<file path="src/rtl/ml_ahb_pkg.sv">
// Shared AHB-Lite constants and control-bundle types for the multi-layer matrix.
// The slave port mux reuses the control bundle layout and width defined here.
package ml_ahb_pkg;

    localparam logic [1:0] HTRANS_IDLE   = 2'b00;
    localparam logic [1:0] HTRANS_BUSY   = 2'b01;
    localparam logic [1:0] HTRANS_NONSEQ = 2'b10;
    localparam logic [1:0] HTRANS_SEQ    = 2'b11;

    localparam logic [2:0] HBURST_SINGLE = 3'b000;
    localparam logic [2:0] HBURST_INCR   = 3'b001;

    localparam logic HRESP_OKAY  = 1'b0;
    localparam logic HRESP_ERROR = 1'b1;

    // htrans + hwrite + hsize + hburst + hprot, i.e. everything but the address
    localparam int CTRL_NONADDR_WIDTH = 2 + 1 + 3 + 3 + 4;

    function automatic int ctrl_width(input int addr_width);
        return addr_width + CTRL_NONADDR_WIDTH;
    endfunction

    localparam int ML_AHB_ADDR_WIDTH = 32;
    localparam int ML_AHB_CTRL_WIDTH = ctrl_width(ML_AHB_ADDR_WIDTH);

    typedef struct packed {
        logic [1:0] htrans;
        logic       hwrite;
        logic [2:0] hsize;
        logic [2:0] hburst;
        logic [3:0] hprot;
    } ahb_ctrl_t;

    // A held transfer must re-arbitrate as NONSEQ; INCR keeps later master SEQs legal.
    function automatic ahb_ctrl_t reissue_ctrl(input ahb_ctrl_t c);
        ahb_ctrl_t r;
        r = c;
        if (c.htrans == HTRANS_SEQ) begin
            r.htrans = HTRANS_NONSEQ;
            r.hburst = HBURST_INCR;
        end
        return r;
    endfunction

    function automatic logic is_active(input logic [1:0] htrans);
        return htrans[1];
    endfunction

endpackage

</file>
<file path="src/rtl/ml_ahb_mst_in_stage_if.sv">
// Bus bundle between one AHB-Lite master, its input stage and the slave-port arbiter/mux.
// The stage uses the slave modport; the master/arbiter environment uses the master modport.
interface ml_ahb_mst_in_stage_if
    import ml_ahb_pkg::*;
#(
    parameter int ADDR_WIDTH = 32
);

    logic [ADDR_WIDTH-1:0] m_haddr;
    logic [1:0]            m_htrans;
    logic                  m_hwrite;
    logic [2:0]            m_hsize;
    logic [2:0]            m_hburst;
    logic [3:0]            m_hprot;
    logic                  m_hready_out;
    logic                  m_hresp;

    logic [ADDR_WIDTH-1:0] s_haddr;
    logic [1:0]            s_htrans;
    logic                  s_hwrite;
    logic [2:0]            s_hsize;
    logic [2:0]            s_hburst;
    logic [3:0]            s_hprot;
    logic                  s_sel;
    logic                  s_htrans0;
    logic                  s_grant;
    logic                  s_hready;
    logic                  s_hresp;

    modport slave (
        input  m_haddr, m_htrans, m_hwrite, m_hsize, m_hburst, m_hprot,
        output m_hready_out, m_hresp,
        output s_haddr, s_htrans, s_hwrite, s_hsize, s_hburst, s_hprot,
        output s_sel, s_htrans0,
        input  s_grant, s_hready, s_hresp
    );

    modport master (
        output m_haddr, m_htrans, m_hwrite, m_hsize, m_hburst, m_hprot,
        input  m_hready_out, m_hresp,
        input  s_haddr, s_htrans, s_hwrite, s_hsize, s_hburst, s_hprot,
        input  s_sel, s_htrans0,
        output s_grant, s_hready, s_hresp
    );

endinterface

</file>
<file path="src/rtl/ml_ahb_mst_in_stage.sv">
// Master-side input stage: forwards address/control live when granted, otherwise
// parks the transfer in a holding register and stalls the master until it completes.
module ml_ahb_mst_in_stage
    import ml_ahb_pkg::*;
#(
    parameter int ADDR_WIDTH = 32
) (
    input  logic                        hclk,
    input  logic                        resetn,
    ml_ahb_mst_in_stage_if.slave        bus
);

    logic                  hold_valid;
    logic                  hold_valid_next;
    logic                  dphase_act;
    logic                  dphase_act_next;
    logic [ADDR_WIDTH-1:0] hold_addr;
    ahb_ctrl_t             hold_ctrl;
    ahb_ctrl_t             live_ctrl;
    ahb_ctrl_t             out_ctrl;
    logic                  hready_int;
    logic                  accept;
    logic                  capture;

    always_comb begin
        live_ctrl        = '0;
        live_ctrl.htrans = bus.m_htrans;
        live_ctrl.hwrite = bus.m_hwrite;
        live_ctrl.hsize  = bus.m_hsize;
        live_ctrl.hburst = bus.m_hburst;
        live_ctrl.hprot  = bus.m_hprot;
    end

    // Zero-latency pass-through unless a parked transfer owns the request.
    always_comb begin
        out_ctrl      = hold_valid ? hold_ctrl : live_ctrl;
        bus.s_haddr   = hold_valid ? hold_addr : bus.m_haddr;
        bus.s_htrans  = out_ctrl.htrans;
        bus.s_hwrite  = out_ctrl.hwrite;
        bus.s_hsize   = out_ctrl.hsize;
        bus.s_hburst  = out_ctrl.hburst;
        bus.s_hprot   = out_ctrl.hprot;
        bus.s_sel     = is_active(out_ctrl.htrans);
        bus.s_htrans0 = out_ctrl.htrans[0];
    end

    always_comb begin
        hready_int = 1'b1;
        if (hold_valid) begin
            hready_int = 1'b0;
        end else if (dphase_act) begin
            hready_int = bus.s_hready;
        end
        bus.m_hready_out = hready_int;
        bus.m_hresp      = dphase_act ? bus.s_hresp : HRESP_OKAY;
    end

    // Capture excludes accept, so a parked transfer can never be loaded and released together.
    assign accept  = is_active(out_ctrl.htrans) & bus.s_grant & bus.s_hready;
    assign capture = ~hold_valid & hready_int & is_active(live_ctrl.htrans) & ~accept;

    always_comb begin
        hold_valid_next = hold_valid;
        dphase_act_next = dphase_act;
        if (capture) begin
            hold_valid_next = 1'b1;
        end else if (hold_valid && accept) begin
            hold_valid_next = 1'b0;
        end
        if (accept) begin
            dphase_act_next = 1'b1;
        end else if (bus.s_hready) begin
            dphase_act_next = 1'b0;
        end
    end

    always_ff @(posedge hclk or negedge resetn) begin
        if (!resetn) begin
            hold_valid <= 1'b0;
            dphase_act <= 1'b0;
        end else begin
            hold_valid <= hold_valid_next;
            dphase_act <= dphase_act_next;
        end
    end

    always_ff @(posedge hclk or negedge resetn) begin
        if (!resetn) begin
            hold_addr <= '0;
            hold_ctrl <= '0;
        end else if (capture) begin
            hold_addr <= bus.m_haddr;
            hold_ctrl <= reissue_ctrl(live_ctrl);
        end
    end

endmodule
</file>
<file path="src/flat_wrapper.sv">
// flat-port wrapper written by rule: the top's interface ports become plain ports
module ml_ahb_mst_in_stage_flat import ml_ahb_pkg::*;
#(
    parameter int ADDR_WIDTH = 32
)
  (hclk, resetn, bus_m_haddr, bus_m_htrans, bus_m_hwrite, bus_m_hsize, bus_m_hburst, bus_m_hprot, bus_m_hready_out, bus_m_hresp, bus_s_haddr, bus_s_htrans, bus_s_hwrite, bus_s_hsize, bus_s_hburst, bus_s_hprot, bus_s_sel, bus_s_htrans0, bus_s_grant, bus_s_hready, bus_s_hresp);
  ml_ahb_mst_in_stage_if #(.ADDR_WIDTH(ADDR_WIDTH)) bus_i ();
  input  logic hclk;
  input  logic resetn;
  input wire logic [$bits(bus_i.m_haddr)-1:0] bus_m_haddr;
  input wire logic [$bits(bus_i.m_htrans)-1:0] bus_m_htrans;
  input wire logic [$bits(bus_i.m_hwrite)-1:0] bus_m_hwrite;
  input wire logic [$bits(bus_i.m_hsize)-1:0] bus_m_hsize;
  input wire logic [$bits(bus_i.m_hburst)-1:0] bus_m_hburst;
  input wire logic [$bits(bus_i.m_hprot)-1:0] bus_m_hprot;
  output wire logic [$bits(bus_i.m_hready_out)-1:0] bus_m_hready_out;
  output wire logic [$bits(bus_i.m_hresp)-1:0] bus_m_hresp;
  output wire logic [$bits(bus_i.s_haddr)-1:0] bus_s_haddr;
  output wire logic [$bits(bus_i.s_htrans)-1:0] bus_s_htrans;
  output wire logic [$bits(bus_i.s_hwrite)-1:0] bus_s_hwrite;
  output wire logic [$bits(bus_i.s_hsize)-1:0] bus_s_hsize;
  output wire logic [$bits(bus_i.s_hburst)-1:0] bus_s_hburst;
  output wire logic [$bits(bus_i.s_hprot)-1:0] bus_s_hprot;
  output wire logic [$bits(bus_i.s_sel)-1:0] bus_s_sel;
  output wire logic [$bits(bus_i.s_htrans0)-1:0] bus_s_htrans0;
  input wire logic [$bits(bus_i.s_grant)-1:0] bus_s_grant;
  input wire logic [$bits(bus_i.s_hready)-1:0] bus_s_hready;
  input wire logic [$bits(bus_i.s_hresp)-1:0] bus_s_hresp;
  assign bus_i.m_haddr = bus_m_haddr;
  assign bus_i.m_htrans = bus_m_htrans;
  assign bus_i.m_hwrite = bus_m_hwrite;
  assign bus_i.m_hsize = bus_m_hsize;
  assign bus_i.m_hburst = bus_m_hburst;
  assign bus_i.m_hprot = bus_m_hprot;
  assign bus_m_hready_out = bus_i.m_hready_out;
  assign bus_m_hresp = bus_i.m_hresp;
  assign bus_s_haddr = bus_i.s_haddr;
  assign bus_s_htrans = bus_i.s_htrans;
  assign bus_s_hwrite = bus_i.s_hwrite;
  assign bus_s_hsize = bus_i.s_hsize;
  assign bus_s_hburst = bus_i.s_hburst;
  assign bus_s_hprot = bus_i.s_hprot;
  assign bus_s_sel = bus_i.s_sel;
  assign bus_s_htrans0 = bus_i.s_htrans0;
  assign bus_i.s_grant = bus_s_grant;
  assign bus_i.s_hready = bus_s_hready;
  assign bus_i.s_hresp = bus_s_hresp;
  ml_ahb_mst_in_stage #(.ADDR_WIDTH(ADDR_WIDTH)) u_core (.hclk(hclk), .resetn(resetn), .bus(bus_i));
endmodule
</file>
<file path="config.mk">
export PLATFORM = sky130hd
export DESIGN_NAME = ml_ahb_mst_in_stage_flat
export DESIGN_NICKNAME = d
export VERILOG_FILES = /design/src/rtl/ml_ahb_pkg.sv /design/src/rtl/ml_ahb_mst_in_stage_if.sv /design/src/rtl/ml_ahb_mst_in_stage.sv /design/src/flat_wrapper.sv
export SDC_FILE = /design/constraint.sdc
export NUM_CORES = 1
export LEC_CHECK = 0
export ABC_AREA = 1
export CAP_MARGIN = 20
export CORE_ASPECT_RATIO = 1.75
export CORE_MARGIN = 4
export CORE_UTILIZATION = 35
export CTS_BUF_LIST = sky130_fd_sc_hd__clkbuf_16
export CTS_CLUSTER_DIAMETER = 50
export CTS_CLUSTER_SIZE = 20
export DETAILED_ROUTE_END_ITERATION = 8
export GPL_TIMING_DRIVEN = 0
export PLACE_DENSITY = 0.66
export SETUP_SLACK_MARGIN = 0.4
export SKIP_CTS_REPAIR_TIMING = 1
export SYNTH_ARGS = -nofsm -noshare
export SYNTH_HDL_FRONTEND = slang
export SYNTH_SLANG_ARGS = --single-unit
export TNS_END_PERCENT = 50
</file>
<file path="constraint.sdc">
create_clock -name hclk -period 2.7 [get_ports hclk]
set_input_delay 0.405 -clock hclk [delete_from_list [all_inputs] [get_ports hclk]]
set_output_delay 0.405 -clock hclk [all_outputs]
set_load 0.05 [all_outputs]
</file>
# Word level (Yosys, flattened, before mapping)
# Cells that the tools add are included.
# W data, S select, Z words.
# word_totals
word_cells	30
reg_bits	47
inputBits	50
out_inout_bits	49
# op_classes
bitwise_logic	7
n_reduce_logical	3
n_eq_ne	1
muxes	11
# op_table
cell	count
$mux W32	1
$mux W13	1
$mux W1	7
$and A1 B1 Y1	5
$reduce_bool A2 Y1	2
$mux W3	1
$eq A2 B2 Y1 const B	1
$mux W2	1
$not A1 Y1	2
$logic_and A1 B1 Y1	1

# Longest topological paths before layout
# depth
word_depth	6
ltp_mapped	7
ltp_nobuf	6

# Worst setup path after synthesis
# OpenSTA, ideal clock, no wires.
# synth_path
kind	register -> output
from	register u_core.hold_valid
to	output port bus_s_hburst[0]
path_buffers	2
t_required_ps	2295
stages_incl_launch_ff	4
t_arrival_ps	1763
slack_ps	532
cell_sequence	dfrtp_1 buf_2 buf_2 o21ai_0
# synth_via
elab_chain_len	1
# synth_lines
element	line	text
from (decl)	ml_ahb_mst_in_stage.sv:13	logic hold_valid;
from (signal assigned)	ml_ahb_mst_in_stage.sv:82	hold_valid <= hold_valid_next;
$mux W13	ml_ahb_mst_in_stage.sv:36	out_ctrl = hold_valid ? hold_ctrl : live_ctrl;
to (decl)	flat_wrapper.sv:22	output wire logic [$bits(bus_i.s_hburst)-1:0] bus_s_hburst;
# Every way passes these cells.

# Worst setup path after layout
# layout_path
from	register u_core.hold_valid
to	output port bus_s_hburst[2]
# Same word-level chain as after synthesis.

==> results.yml <==
grt:
  grtUsageTotal: 0.185
  grt_antenna_before_repair: 0
  grt_pass1_vias: 2759
  grt_pass1_wl_um: 12900
  grt_max_degree: 36
  overflow: 0
yosys:
  yosysTopAreaCell: "dfrtp_1"
  synth.top_cells.by_area: "dfrtp_1 (46%), nand2_1 (33%), nand4_1 (9.8%), buf_2 (3.1%), buf_6 (1.8%)"
  syn_nets: 415
  postSynthAreaPerCell_um2: 7.01
  ys_seq_elements: 47
  syn-instance-count: 365
  yosysSeqAreaShare: 0.460
  synth_cell_types: 17
  synth.top_cell.area_share: 0.460
  ys_warn_count: 0
  syn_area_mm2: 0.00256
clock_network:
  cts_buffers: 5
  numClockSinks: 47
  cts_tree: "built"
  clockRootBuffer: "clkbuf_16"
  clk_latency_ns: 0.28
  htree_levels: 2
  cts_max_path_buffers: 2
  path_clk_slew_ns: 0.06
flow_run:
  cap_violations: 0
hold_path:
  min_path_type: "in -> async"
timing:
  max_freq_mhz: 393
  skew_ns: 0.00237
  slew_violations: 0
  fin_crit_sh: 0.943
  grt_setup_unrepaired: "yes"
  tightest_slew_ns: 0.548
  relSlewSlack: 0.633
  hold_violations: 0
  period_needed_ns: 2.55
  final-setup-viol-count: 0
  worst_slack_ns: 0.155
layout:
  syn_to_final_growth_pct: 49.6
  layout-drive-gt1-share: 0.0953
  fillers: 733
  final_nets: 521
  final_cell_mix: "nand2_1 (226), clkdlybuf4s50_1 (67), dfrtp_1 (47)"
  layout_commonest_cell: "nand2_1"
  diodes: 0
power:
  peakVddDrop_v: 0.000735
  p_leak_nw: 2.27
  total_power_mw: 5.16
  pwr_density_cell_mw_per_mm2: 1350
drt:
  wl_per_cell_um: 13.9
  dr.first_iter.drc_count: 167
  routed_wl_um: 7740
  dr.pass1.iters: 4
  via_count: 2706
  viasPerCell: 4.85
  drc: 0
  ant_nets: 0
critical_path:
  start_kind: "flop"
  crit_arrival_ns: 2.14
  required_ns: 2.30
  setup.worst_path.end_class: "output port"
  cp_max_fo: 10
  critPathKind: "reg -> out"
floorplan:
  io-pin-count: 99
  initial_core_util: 0.356
  die_area_mm2: 0.00880
  core-area_mm2: 0.00718
  die_y_um: 121
  die_w_um: 72.6
  rows: 41
outcome:
  outcome: "finished, final reports clean"
place:
  gp_congestion: 0.773
  portBuffers: 98
  dpl_worst_slack_ns: 0.185
  dpl.hpwl_um: 5830
## metrics by stage
stage	setup TNS [ns]	util	hold WS, ns	instances	area (um^2)
floorplan	0	-	0.109	365	2560
global placement	-6.95	0.508	0.453	549	3650
detailed placement	0	0.510	0.325	550	3660
CTS	-1.11	0.529	0.0181	558	3800
global route	0	0.533	0.0277	558	3830
finish	0	0.533	0.00946	558	3830
## path summary, 6_finish.rpt
| check | start | endpoint | slack [ns] | cells past startpoint |
|---|---|---|---|---|
| setup / recovery | u_core.hold_valid | bus_s_hburst[2] | 0.15 | 4 |
| hold / removal | resetn | u_core.hold_addr[0] | 0.009 | 1 |
| setup reg to reg | u_core.hold_valid | u_core.hold_addr[26] | 1.42 | 6 |
| hold reg to reg | u_core.hold_addr[5] | u_core.hold_addr[5] | 0.47 | 2 |
| max in group asynchronous | resetn | u_core.hold_ctrl[4] | 2.19 | 2 |
| min in group hclk | u_core.hold_addr[5] | u_core.hold_addr[5] | 0.47 | 2 |
## synth_stat cells (all sizes together)
library cell / instances
a21oi: 2
buf: 23
clkbuf: 5
clkinv: 1
dfrtp: 47
inv: 10
nand2: 226
nand3: 4
nand4: 40
nor2: 4
o21ai: 3
## report_power, final
part           switching, mW  internal (mW)  total (mW)
registers              0.161           1.02        1.18
clock network          0.245          0.333       0.578
logic                   2.36           1.04        3.41
total                   2.77           2.39        5.16
## routing by layer
| layer | routed length (um) | part of all wire | vias to the layer above | global-route usage |
|---|---|---|---|---|
| met4 | 193 | 0.025 | 0 | 0.0624 |
| li1 | - | - | 1365 | - |
| met3 | 378 | 0.049 | 13 | 0.0265 |
| met2 | 4260 | 0.55 | 80 | 0.338 |
| met1 | 2900 | 0.38 | 1248 | 0.215 |
| met5 | 0 | 0 | - | 0 |
## worst max-delay path: stages, from the launching register on
cell and delay [ns]:
dfrtp_1 0.35, buf_2 0.16, buf_2 0.20, o21ai_0 0.29
clkdlybuf4s50_1 0.86
## cell type report
cell class	instances	area, um^2	area share
multi-input cells	279	1180	0.308
flip-flops and latches	47	1180	0.307
repair buffers	99	1020	0.266
plain buffers	28	170	0.0444
clock buffers	5	125	0.0327
well taps	86	108	0.0281
inverters	11	41.3	0.0108
clock inverters	3	11.3	0.00294
## state kept, by name, indices dropped and copies added, names as in the netlist
name / cells
u_core.hold_ctrl: 13
u_core.dphase_act: 1
u_core.hold_valid: 1
u_core.hold_addr: 32
## logic make-up (layout without fill, tap and decap cells)
| group | Yosys count | count (layout) | share of synthesized area |
|---|---|---|---|
| buffers and inverters | 39 | 146 | 0.0797 |
| AO/OA/AOI/OAI | 5 | 5 | 0.00978 |
| AND/OR/NAND/NOR | 274 | 274 | 0.451 |
| flip-flops | 47 | 47 | 0.460 |
No activity file was read; power rests on OpenSTA's default activity.
